**src/rtl/keypad_scanner.sv**
```systemverilog
// keypad_scanner: scans a 4x4 active-low matrix keypad and reports one
// debounced hex keycode per physical press.
//
// Ports:
//   int_osc    in   system clock (all state updates on its rising edge)
//   reset      in   synchronous, active-high reset
//   rows[3:0]  in   row sense, active-low, asynchronous to int_osc
//   cols[3:0]  out  column drive, active-low, exactly one bit low
//   key_valid  out  one-cycle pulse when a new press is accepted
//   key_code   out  hex code of the most recently accepted key (held)
//   key_held   out  high from key_valid until release debounce completes
module keypad_scanner #(
  parameter int unsigned SCAN_DIV     = 48000,
  parameter int unsigned DEBOUNCE_CNT = 960000
) (
  input  logic       int_osc,
  input  logic       reset,
  input  logic [3:0] rows,
  output logic [3:0] cols,
  output logic       key_valid,
  output logic [3:0] key_code,
  output logic       key_held
);

  localparam int unsigned DIV_W = $clog2(SCAN_DIV);
  localparam int unsigned DEB_W = $clog2(DEBOUNCE_CNT);
  localparam logic [DIV_W-1:0] DIV_LAST = DIV_W'(SCAN_DIV - 1);
  localparam logic [DEB_W-1:0] DEB_LAST = DEB_W'(DEBOUNCE_CNT - 1);

  typedef enum logic [1:0] {
    SCAN     = 2'd0,
    DEBOUNCE = 2'd1,
    HELD     = 2'd2,
    RELEASE  = 2'd3
  } state_t;

  state_t           state;
  logic [3:0]       rows_meta;
  logic [3:0]       rows_s;
  logic [DIV_W-1:0] div_cnt;
  logic [DEB_W-1:0] deb_cnt;
  logic [1:0]       col_idx;
  logic [1:0]       trk_row;

  logic             tick;
  logic [1:0]       col_next;
  logic             trk_high;
  logic [1:0]       low_row;

  // Legend printed on the keypad, indexed by {row, col}.
  function automatic logic [3:0] keymap(input logic [1:0] r, input logic [1:0] c);
    logic [3:0] code;
    case ({r, c})
      4'b0000: code = 4'h1;
      4'b0001: code = 4'h2;
      4'b0010: code = 4'h3;
      4'b0011: code = 4'hA;
      4'b0100: code = 4'h4;
      4'b0101: code = 4'h5;
      4'b0110: code = 4'h6;
      4'b0111: code = 4'hB;
      4'b1000: code = 4'h7;
      4'b1001: code = 4'h8;
      4'b1010: code = 4'h9;
      4'b1011: code = 4'hC;
      4'b1100: code = 4'hE;
      4'b1101: code = 4'h0;
      4'b1110: code = 4'hF;
      default: code = 4'hD;
    endcase
    return code;
  endfunction

  // Active-low one-hot column drive for a column index.
  function automatic logic [3:0] col_drive(input logic [1:0] idx);
    return ~(4'b0001 << idx);
  endfunction

  // Scan/debounce helpers derived from current state.
  always_comb begin
    tick     = (div_cnt == DIV_LAST);
    col_next = col_idx + 2'd1;
    trk_high = rows_s[trk_row];
    low_row  = 2'd3;
    if (!rows_s[0])      low_row = 2'd0;
    else if (!rows_s[1]) low_row = 2'd1;
    else if (!rows_s[2]) low_row = 2'd2;
  end

  // Synchronizer, scan FSM and registered outputs.
  always_ff @(posedge int_osc) begin
    if (reset) begin
      rows_meta <= 4'hF;
      rows_s    <= 4'hF;
      state     <= SCAN;
      div_cnt   <= '0;
      deb_cnt   <= '0;
      col_idx   <= 2'd0;
      trk_row   <= 2'd0;
      cols      <= 4'b1110;
      key_valid <= 1'b0;
      key_code  <= 4'h0;
      key_held  <= 1'b0;
    end else begin
      rows_meta <= rows;
      rows_s    <= rows_meta;
      key_valid <= 1'b0;

      case (state)
        SCAN: begin
          if (tick) begin
            div_cnt <= '0;
            if (rows_s == 4'hF) begin
              col_idx <= col_next;
              cols    <= col_drive(col_next);
            end else begin
              // Column stays put so the tracked row keeps meaning this key.
              trk_row <= low_row;
              deb_cnt <= '0;
              state   <= DEBOUNCE;
            end
          end else begin
            div_cnt <= div_cnt + DIV_W'(1);
          end
        end

        DEBOUNCE: begin
          if (trk_high) begin
            // Aborted press: resume scanning at the next column.
            state   <= SCAN;
            div_cnt <= '0;
            col_idx <= col_next;
            cols    <= col_drive(col_next);
          end else if (deb_cnt == DEB_LAST) begin
            key_valid <= 1'b1;
            key_code  <= keymap(trk_row, col_idx);
            key_held  <= 1'b1;
            deb_cnt   <= '0;
            state     <= HELD;
          end else begin
            deb_cnt <= deb_cnt + DEB_W'(1);
          end
        end

        HELD: begin
          if (trk_high) begin
            deb_cnt <= '0;
            state   <= RELEASE;
          end
        end

        RELEASE: begin
          if (!trk_high) begin
            // Release bounce: back to held without a new pulse.
            state <= HELD;
          end else if (deb_cnt == DEB_LAST) begin
            key_held <= 1'b0;
            deb_cnt  <= '0;
            div_cnt  <= '0;
            state    <= SCAN;
            col_idx  <= col_next;
            cols     <= col_drive(col_next);
          end else begin
            deb_cnt <= deb_cnt + DEB_W'(1);
          end
        end

        default: state <= SCAN;
      endcase
    end
  end

endmodule
```
**config.mk**
```make
export PLATFORM = sky130hd
export DESIGN_NAME = keypad_scanner
export DESIGN_NICKNAME = d
export VERILOG_FILES = /design/src/rtl/keypad_scanner.sv
export SDC_FILE = /design/constraint.sdc
export NUM_CORES = 1
export LEC_CHECK = 0
export BUFFER_PORTS_ARGS = -buffer_cell sky130_fd_sc_hd__buf_2
export CAP_MARGIN = 30
export CORE_ASPECT_RATIO = 2
export CORE_MARGIN = 2
export CORE_UTILIZATION = 26
export CTS_CLUSTER_DIAMETER = 40
export DETAILED_ROUTE_END_ITERATION = 10
export GPL_TIMING_DRIVEN = 0
export PLACE_DENSITY_LB_ADDON = 0.3
export SLEW_MARGIN = 20
export SYNTH_ARGS = -nofsm -noshare
export SYNTH_HDL_FRONTEND = slang
export SYNTH_SLANG_ARGS = --single-unit
```
**constraint.sdc**
```tcl
create_clock -name int_osc -period 3 [get_ports int_osc]
set_clock_uncertainty 0.1 [all_clocks]
set_input_delay 0.9 -clock int_osc [delete_from_list [all_inputs] [get_ports int_osc]]
set_output_delay 0.9 -clock int_osc [all_outputs]
set_load 0.005 [all_outputs]
```
======== Word-level counts from Yosys, hierarchy flattened ========
Memories as Yosys holds them, arrays and structs flattened. A register that Yosys moved wholly into a read port is not among the register bits.
Cells that the tools add are included.
word-level totals
  flip-flop bits (word level) ............. 56
  memory bits (read-only) ................. 64
  output and inout port bits .............. 10
  word-level logic and storage cells ...... 91
  memories ................................ 1
memories
  name             depth  bits a word  read ports  clocked after Yosys merged registers in  write ports  RTL line  RTL
  (no name shown)  16     4            1           1                                        0            53        case ({r, c})
cells by class
  $add $sub $neg .......................... 3
  magnitude comparators ................... 1
  equality and inequality tests ........... 17
  shift-type cells ........................ 1
  mux-type cells .......................... 43
  bitwise logic cells ..................... 4
  reduce and logical (&&, ||, !) cells .... 11
operators by type and width
  kind                                                               number
  20-bit two-way mux                                                 6
  20-bit case mux with 4 select lines                                1
  16-bit two-way mux                                                 4
  16-bit case mux with 3 select lines                                1
  2-bit two-way mux                                                  14
  20-bit by 1-bit adder with 20-bit output, second input constant    1
  20-bit == test, second input constant                              1
  4-bit two-way mux                                                  5
  2-bit inequality test, second input constant                       9
  16-bit by 1-bit adder with 16-bit output, second input constant    1
  16-bit == test, second input constant                              1
  5-bit AND reduction                                                3
  4-bit case mux with 3 select lines                                 1
  2-bit case mux with 4 select lines                                 1
  1-bit two-way mux                                                  7
  3-bit inequality test, second input constant                       2
  2-bit case mux with 3 select lines                                 1
  3-bit AND reduction                                                2
  6-bit AND reduction                                                1
  2-bit == test, second input constant                               2
  4-bit == test, second input constant                               1
  4-bit NOT                                                          1
  4-bit AND reduction                                                1
  1-bit by 2-bit left shift with 4-bit output, first input constant  1
  10 further kinds                                                   12

======== Logic depth before layout (Yosys ltp) ========
Gate-level depths: netlist of run 1.
  depth in word-level cells ............... 6
  gate-level depth with buffers ........... 9
  depth with buffers taken out ............ 7

======== Worst setup path before layout of run 1 ========
No wires, ideal clock.
  kind .................................... flip-flop to flip-flop
  start ................................... reg trk_row[0]
  end ..................................... reg deb_cnt[8]
  arrival time ............................ 2.160 ns
  required time ........................... 2.826 ns
  slack ................................... 0.665 ns
  stages on the path, launching flop included .. 8
  clock period less this slack ............ 2.335 ns
  cells stage by stage .................... dfxtp_1 -> buf_6 -> mux4_2 -> nor2_8 -> mux2i_4 -> and2_4 -> or4_1 -> a31oi_1
between the ends
  cells in the longest elaborated chain, start to end .. 4
RTL lines
  item                                           RTL line  RTL
  start: declaration                             43        logic [1:0] trk_row;
  start signal: assignment                       118       trk_row <= low_row;
  1-bit binary-select mux with 2-bit select (*)  83        trk_high = rows_s[trk_row];
  1-bit two-way mux (implied by the code) (*)    83
  2-bit inequality test (no line)                --
  5-bit AND reduction (no line) (*)              --
  end signal: assignment                         141       deb_cnt <= deb_cnt + DEB_W'(1);
  end signal: assignment                         164       deb_cnt <= deb_cnt + DEB_W'(1);
  end: declaration                               41        logic [DEB_W-1:0] deb_cnt;
Mark *: on every way between the ends. The rest lies on a longest branch, timed or not. The select of a mux whose other input is x is not followed.
A chain may end at the register's enable or synchronous reset.

======== Worst setup path after layout of run 1 ========
  start ................................... reg div_cnt[7]
  end ..................................... reg deb_cnt[7]
between the ends
  cells in the longest elaborated chain, start to end .. 3
RTL lines
  item                             RTL line  RTL
  start: declaration               40        logic [DIV_W-1:0] div_cnt;
  start signal: assignment         123       div_cnt <= div_cnt + DIV_W'(1);
  16-bit == test                   81        tick = (div_cnt == DIV_LAST);
  2-bit inequality test (no line)  --
  5-bit AND reduction (no line)    --
Every way passes these cells.

==> summary.txt, run 1 <==
Synth
  • Register area share after synthesis: 39.31%
  • Share of flip-flops with an asynchronous set or reset: 0%
  • Cell with the most instances after synthesis: dfxtp_1
  • Area share of xor/xnor cells in the synthesized design: 8.313%
  • Synth cell count leaders: dfxtp_1 (60), nor2_1 (54), nand2_1 (32)
  • Main combinational cell family by area after synthesis: simple AND/OR/NAND/NOR gates
  • Syn Std Cell Area: 3055 um2
  • Synth Area in Compound Gates: 11.55%
  • Synth Register Bits: 60
  • Simple-Gate Fraction of Synth Area: 28.54%
  • Leading area contributor after synthesis: dfxtp_1
  • Synth Area in Adders: 3.276%
  • Top cells by area, synth: dfxtp_1 (39%), xnor2_1 (8.3%), nor2_1 (6.6%)
  • Syn_nets: 366
  • Mux share of post-synthesis cell area: 5.201%
  • Post-Synthesis Cells: 352
  • Avg Cell Area, Syn: 8.680 um2
  • Synth Flop Type: dfxtp_1
  • Top cell type's share of synthesized area: 39.31%
  • Synth Warn #: 0
  • Yosys cell types: 53
  • Post-synth EDFFs: 0

Placement
  • Inst Count DP: 511
  • Detailed Place HPWL: 4.825 mm
  • IO buf count: 14
  • Gpl congestion: 0.8160

Final layout
  • Ant diodes: 0
  • Nets@finish: 391
  • Layout area overhead: 17.85%
  • Util after Layout: 31.15%
  • Final non-filler cell total: 527
  • Layout cells sized above 1: 15.97%

Drt
  • Vias/cell: 4.767
  • DR pass1 iterations: 4
  • Routed vias: 2512
  • DRT Wirelength: 6.782 mm
  • Residual DRC: 0
  • Post-DRT Antenna Nets: 0
  • Routed WL per cell: 12.87 um
  • Initial drt markers: 157

Setup path
  • Largest stage delay, worst path: 0.54 ns
  • CP cell instances: or4b_1 -> nor3_1 -> nand4b_1 -> nand2_1 -> a21o_1 -> buf_2 -> buf_2 -> nor2_1
  • Crit path kind: reg -> reg
  • CP delay by family, top: simple AND/OR/NAND/NOR gates
  • Buffers plus inverters on the worst setup path: 2
  • Crit. End Element: register
  • Reg2Reg Depth: 8
  • Slowest cell on crit path: or4b_1
  • CP max FO: 10
  • Startpoint types: register
  • Worst R2R Start: div_cnt[7]
  • Req. time, crit path: 3.13 ns
  • Crit path top cell by count: buf_2
  • FF-to-FF End: deb_cnt[7]
  • Reg2reg setup slack: 0.30 ns
  • Crit path DAT: 2.82 ns

Timing
  • Period utilization: 89.87%
  • RSZ-0062 raised after global routing: false
  • Slew Limit Headroom: 65.35%
  • Final hold vios: 0
  • Final min period: 2.696 ns
  • Setup TNS: 0 ns
  • Setup violations, final: 0
  • Max-slew violations: 0
  • Tightest Pin Transition: 0.5197 ns
  • Max Clk Rate: 370.9 MHz

CTS
  • CTS Sinks: 60
  • Worst-path clk slew: 0.06 ns
  • Skew-Pair Late Insertion Delay: 0.34 ns
  • CTS max path bufs: 2
  • Hold Buf Count CTS: 0
  • Clock buffer count from CTS: 9
  • CTS root buf: clkbuf_16
  • TritonCTS clock tree: built
  • H-tree levels: 3
  • Postcts setup bufs: 0

Hold path
  • Hold Crit Depth: 1
  • Hold_sp: rows_meta[1]
  • Hold Crit Endpoint: rows_s[1]
  • Worst hold path class: reg -> reg

Power
  • Pwr dens: 521.4 nW/um2
  • Leak: 1.243 nW
  • Maximum vdd ir drop: 0.2991 mV

Outcome
  • Status: finished, final reports clean

Floorplan
  • DIE HEIGHT: 157.3 um
  • FP Rows: 56
  • Core Region: 11560 um2
  • Initial Util: 26.43%
  • Die W: 80.66 um
  • Num ports: 16
  • Die Area: 12690 um2

GRT
  • Tot GR Track Use: 11.64%
  • Largest net degree at the start of global routing: 12
  • Vias in the first global route: 2360
  • Initial antenna violation count: 0
  • GRT Residual Overflow: 0
  • Global-route wire length before repair: 11.37 mm

Flow run
  • Max-cap violation count: 0
-- worst max path at each step --
stage / start / end / slack, ns / depth (start not counted)
2_1_floorplan: trk_row[0] / deb_cnt[8] / 0.67 / 7
3_3_place_gp: deb_cnt[0] / div_cnt[5] / 0.18 / 8
3_5_place_dp: deb_cnt[0] / div_cnt[3] / 0.23 / 8
4_1_cts: deb_cnt[0] / div_cnt[14] / 0.21 / 8
5_1_grt: div_cnt[7] / deb_cnt[9] / 0.08 / 8
6_report: div_cnt[7] / deb_cnt[7] / 0.30 / 8
-- sequential cells by signal, summed over array words and instances (netlist names), named ones only --
register	cells
div_cnt	16
rows_s	4
key_valid	1
rows_meta	4
trk_row	2
cols	4
key_code	4
key_held	1
col_idx	2
deb_cnt	20
state	1
-- stage by stage --
stage	instance area (um2)	power, W	setup WS, ns	hold slack [ns]
after floorplan	3055	0.0008608	0.6654	0.2895
after global placement	3307	0.0008770	0.1763	0.2909
after detailed placement	3307	0.0008768	0.2292	0.2923
after CTS	3600	0.001901	0.2096	0.3050
after global routing	3601	0.001944	0.07820	0.3258
final	3601	0.001877	0.3040	0.3052
-- cell families (layout without fill, tap and decap cells) --
kind of cell / after synthesis / count (layout)
AOI/OAI and AO/OA: 54 / 54
DFF: 60 / 60
buffers and inverters: 25 / 55
muxes: 12 / 12
xor gates and xnor gates: 29 / 29
and+or+nand+nor: 164 / 164
adders and majority gates: 8 / 8
-- where the power goes --
part / internal (W) / total [W] / switching, W
combinational: 0.0000173 / 0.0000450 / 0.0000277
sequential: 0.000807 / 0.000814 / 0.00000712
clock: 0.000637 / 0.00102 / 0.000381
-- layout by cell type (no fill, tap or decap), types with 2 or more instances in the layout --
cell type and n:
a211oi_1 5, a21o_1 2, a21oi_1 25, a31oi_1 3, and2_1 2, and3_1 5
and4_1 3, buf_2 20, buf_6 2, clkbuf_1 8, clkbuf_16 9, clkinv_2 3
clkinvlp_4 3, dfxtp_1 60, ha_1 8, inv_1 7, mux2i_1 8, mux4_2 2
nand2_1 32, nand2b_1 2, nand3_1 15, nand4_1 8, nand4b_1 2, nor2_1 54
nor3_1 9, nor3b_1 3, nor4_1 5, o21ai_0 10, or2_2 8, or3_1 2
or4_1 2, xnor2_1 29
-- final cells by class --
cell class / count / area (um2)
sequential: 60 / 1201
clock inverter: 7 / 67.56
multi-input combinational: 267 / 1738
tap: 145 / 181.4
buffer: 18 / 91.34
inverter: 7 / 26.28
timing repair buffer: 14 / 70.07
clock buffer: 9 / 225.2
fill: 1224 / 7960
-- timing repair --
item                                    CTS  global route
resized for setup                         0             2
endpoints found under the hold margin     0             0
endpoints found under the setup margin    0            10
-- layer usage --
layer / track usage (%) / part of all wire (%)
met1: 14.50 / 47
met5: 0 / 0
met4: 5.811 / 2.4
met2: 18.41 / 46
met3: 2.867 / 4.1
Note: power is estimated with default switching activity, not from simulation.
==> inputs of run 2 (changes only) <==
Settings changed: RECOVER_POWER from default to 25.
==> summary.txt, run 2 (synthesized netlist as in run 1, its figures left out) <==
GRT
  • GRT Residual Overflow: 0 (unchanged)
  • M1 GR Usage: 14.50% (unchanged)
  • Gr busiest metal: met2
  • Global-route wire length before repair: 11.37 mm (unchanged)
  • Tot GR Track Use: 11.64% (unchanged)
  • Initial antenna violation count: 0 (unchanged)
  • Vias in the first global route: 2360 (unchanged)
  • M3 GR Usage: 2.867% (unchanged)
  • Largest net degree at the start of global routing: 12 (unchanged)
  • Grt met2 use: 18.41% (unchanged)

Setup path
  • Startpoint types: register
  • Worst R2R Start: div_cnt[7]
  • Crit path kind: reg -> reg
  • Worst Setup SP: div_cnt[7]
  • Crit. End Element: register
  • Crit path DAT: 2.82 ns (about the same)
  • CP max FO: 10 (unchanged)
  • Req. time, crit path: 3.12 ns (about the same)

Timing
  • Final min period: 2.701 ns (+0.005163 ns)
  • RSZ-0062 raised after global routing: false
  • Max-slew violations: 0 (unchanged)
  • Setup violations, final: 0 (unchanged)
  • Final hold vios: 0 (unchanged)
  • Setup TNS: 0 ns (unchanged)
  • Max Clk Rate: 370.2 MHz (-0.19%)
  • Final WS setup: 0.2989 ns (-0.005163 ns)
  • Tightest Pin Transition: 0.5160 ns (-0.003706 ns)
  • Slew Limit Headroom: 65.60% (+0.25 points)
  • Period utilization: 90.04% (+0.17 points)

Floorplan
  • FP Rows: 56 (unchanged)
  • Die Area: 12690 um2 (unchanged)
  • Num ports: 16 (unchanged)
  • Core Region: 11560 um2 (unchanged)
  • DIE HEIGHT: 157.3 um (unchanged)
  • Initial Util: 26.43% (unchanged)
  • Die W: 80.66 um (unchanged)

Placement
  • IO buf count: 14 (unchanged)
  • Dpl cell area: 3307 um2 (unchanged)
  • Gpl congestion: 0.8160 (unchanged)
  • Detailed Place HPWL: 4.825 mm (unchanged)
  • DP Worst Slack: 0.2292 ns (unchanged)

CTS
  • Postcts setup bufs: 0 (unchanged)
  • TritonCTS clock tree: built
  • CTS Sinks: 60 (unchanged)
  • H-tree levels: 3 (unchanged)
  • Worst-path clk slew: 0.06 ns (about the same)
  • Hold Buf Count CTS: 0 (unchanged)
  • Clock buffer count from CTS: 9 (unchanged)
  • Skew-Pair Late Insertion Delay: 0.33 ns (about the same)
  • CTS max path bufs: 2 (unchanged)
  • CTS root buf: clkbuf_16

Final layout
  • FILL cells: 1228 (+0.33%)
  • Layout cells sized above 1: 14.14% (-1.8 points)
  • Largest register FFs: 20 (unchanged)
  • Ant diodes: 0 (unchanged)
  • Layout area overhead: 17.57%
  • Commonest non-fill, non-tap cell in the layout: dfxtp_1
  • Regs by FF count: deb_cnt (20), div_cnt (16)
  • Nets@finish: 391 (unchanged)
  • Finished Cell Area: 3592 um2 (-0.24%)
  • Register with the most flip-flops: deb_cnt
  • Highest-count cells in the layout ignoring fill and taps: dfxtp_1 (60), nor2_1 (54), nand2_1 (32)

Power
  • Maximum vdd ir drop: 0.2897 mV (-3.1%)
  • Leak: 1.222 nW (-1.7%)
  • Pwr dens: 521.0 nW/um2 (about the same)

Drt
  • Residual DRC: 0 (unchanged)
  • DRT Wirelength: 6.737 mm (-0.66%)
  • Initial drt markers: 147 (-6.4%)
  • Post-DRT Antenna Nets: 0 (unchanged)
  • Routed vias: 2510 (-0.080%)
  • Routed WL per cell: 12.78 um (-0.66%)
  • DR pass1 iterations: 4 (unchanged)
  • Vias/cell: 4.763 (about the same)

Outcome
  • Status: finished, final reports clean

Hold path
  • Worst hold path class: reg -> reg
  • Hold_sp: rows_meta[1]

Flow run
  • Max-cap violation count: 0 (unchanged)
==> run 2: cell count changes in the layout (fill, tap and decap cells not counted), sizes merged <==
cell / before / now
buf: 23 / 16
clkbuf: 18 / 25
==> run 2: report_power, final <==
| part | internal [W] | leakage (nW) | total [W] | switching (W) |
|---|---|---|---|---|
| Clock | 0.000637 | 0.137 | 0.00101 | 0.000375 |
| Combinational | 0.0000173 | 0.599 | 0.0000449 | 0.0000275 |
| Sequential | 0.000807 | 0.486 | 0.000814 | 0.00000713 |
| Total | 0.00146 | 1.22 | 0.00187 | 0.000410 |
==> run 2: final timing paths <==
path                     end  slack, ns  cells after the start
hold / removal     rows_s[1]       0.31                      1
setup / recovery  deb_cnt[7]       0.30                      8
hold reg to reg    rows_s[1]       0.31                      1
setup reg to reg  deb_cnt[7]       0.30                      8
==> run 2: critical path: stages, from the launching register on <==
cell	delay, ns
dfxtp_1	0.36
or4b_1	0.54
nor3_1	0.31
nand4b_1	0.36
nand2_1	0.24
a21o_1	0.13
buf_2	0.21
buf_2	0.26
nor2_1	0.08
==> run 2: area by class of cell <==
class | instances | area, um2 | share of cell area, %
Clock buffer | 9 | 225.2 | 6.270
Clock inverter | 7 | 67.56 | 1.881
Multi-Input combinational cell | 267 | 1738 | 48.38
Tap cell | 145 | 181.4 | 5.050
Timing Repair Buffer | 14 | 61.31 | 1.707
Buffer | 18 | 91.34 | 2.543
Sequential cell | 60 | 1201 | 33.44
Inverter | 7 | 26.28 | 0.7315
==> run 2: repair_timing <==
| action | CTS | global route |
|---|---|---|
| hold endpoints to repair | 0 | 0 |
| endpoints found under the setup margin | 0 | 10 |
| gates resized for setup | 0 | 2 |
==> run 2: metrics by stage <==
step | util [%] | power (W) | cells | hold WS, ns
floorplan | - | 0.0008608 | 352 | 0.2895
global placement | 28.60 | 0.0008770 | 511 | 0.2909
detailed placement | 28.60 | 0.0008768 | 511 | 0.2923
CTS | 31.14 | 0.001901 | 527 | 0.3050
global route | 31.07 | 0.001944 | 527 | 0.3258
finish | 31.07 | 0.001872 | 527 | 0.3052
==> run 2: layer usage <==
layer	vias up	wire, um	share of wire (%)
met5	-	0	0
met4	0	82	1.2
met3	7	278	4.1
met2	38	3176	47
met1	1180	3199	47
li1	1285	-	-
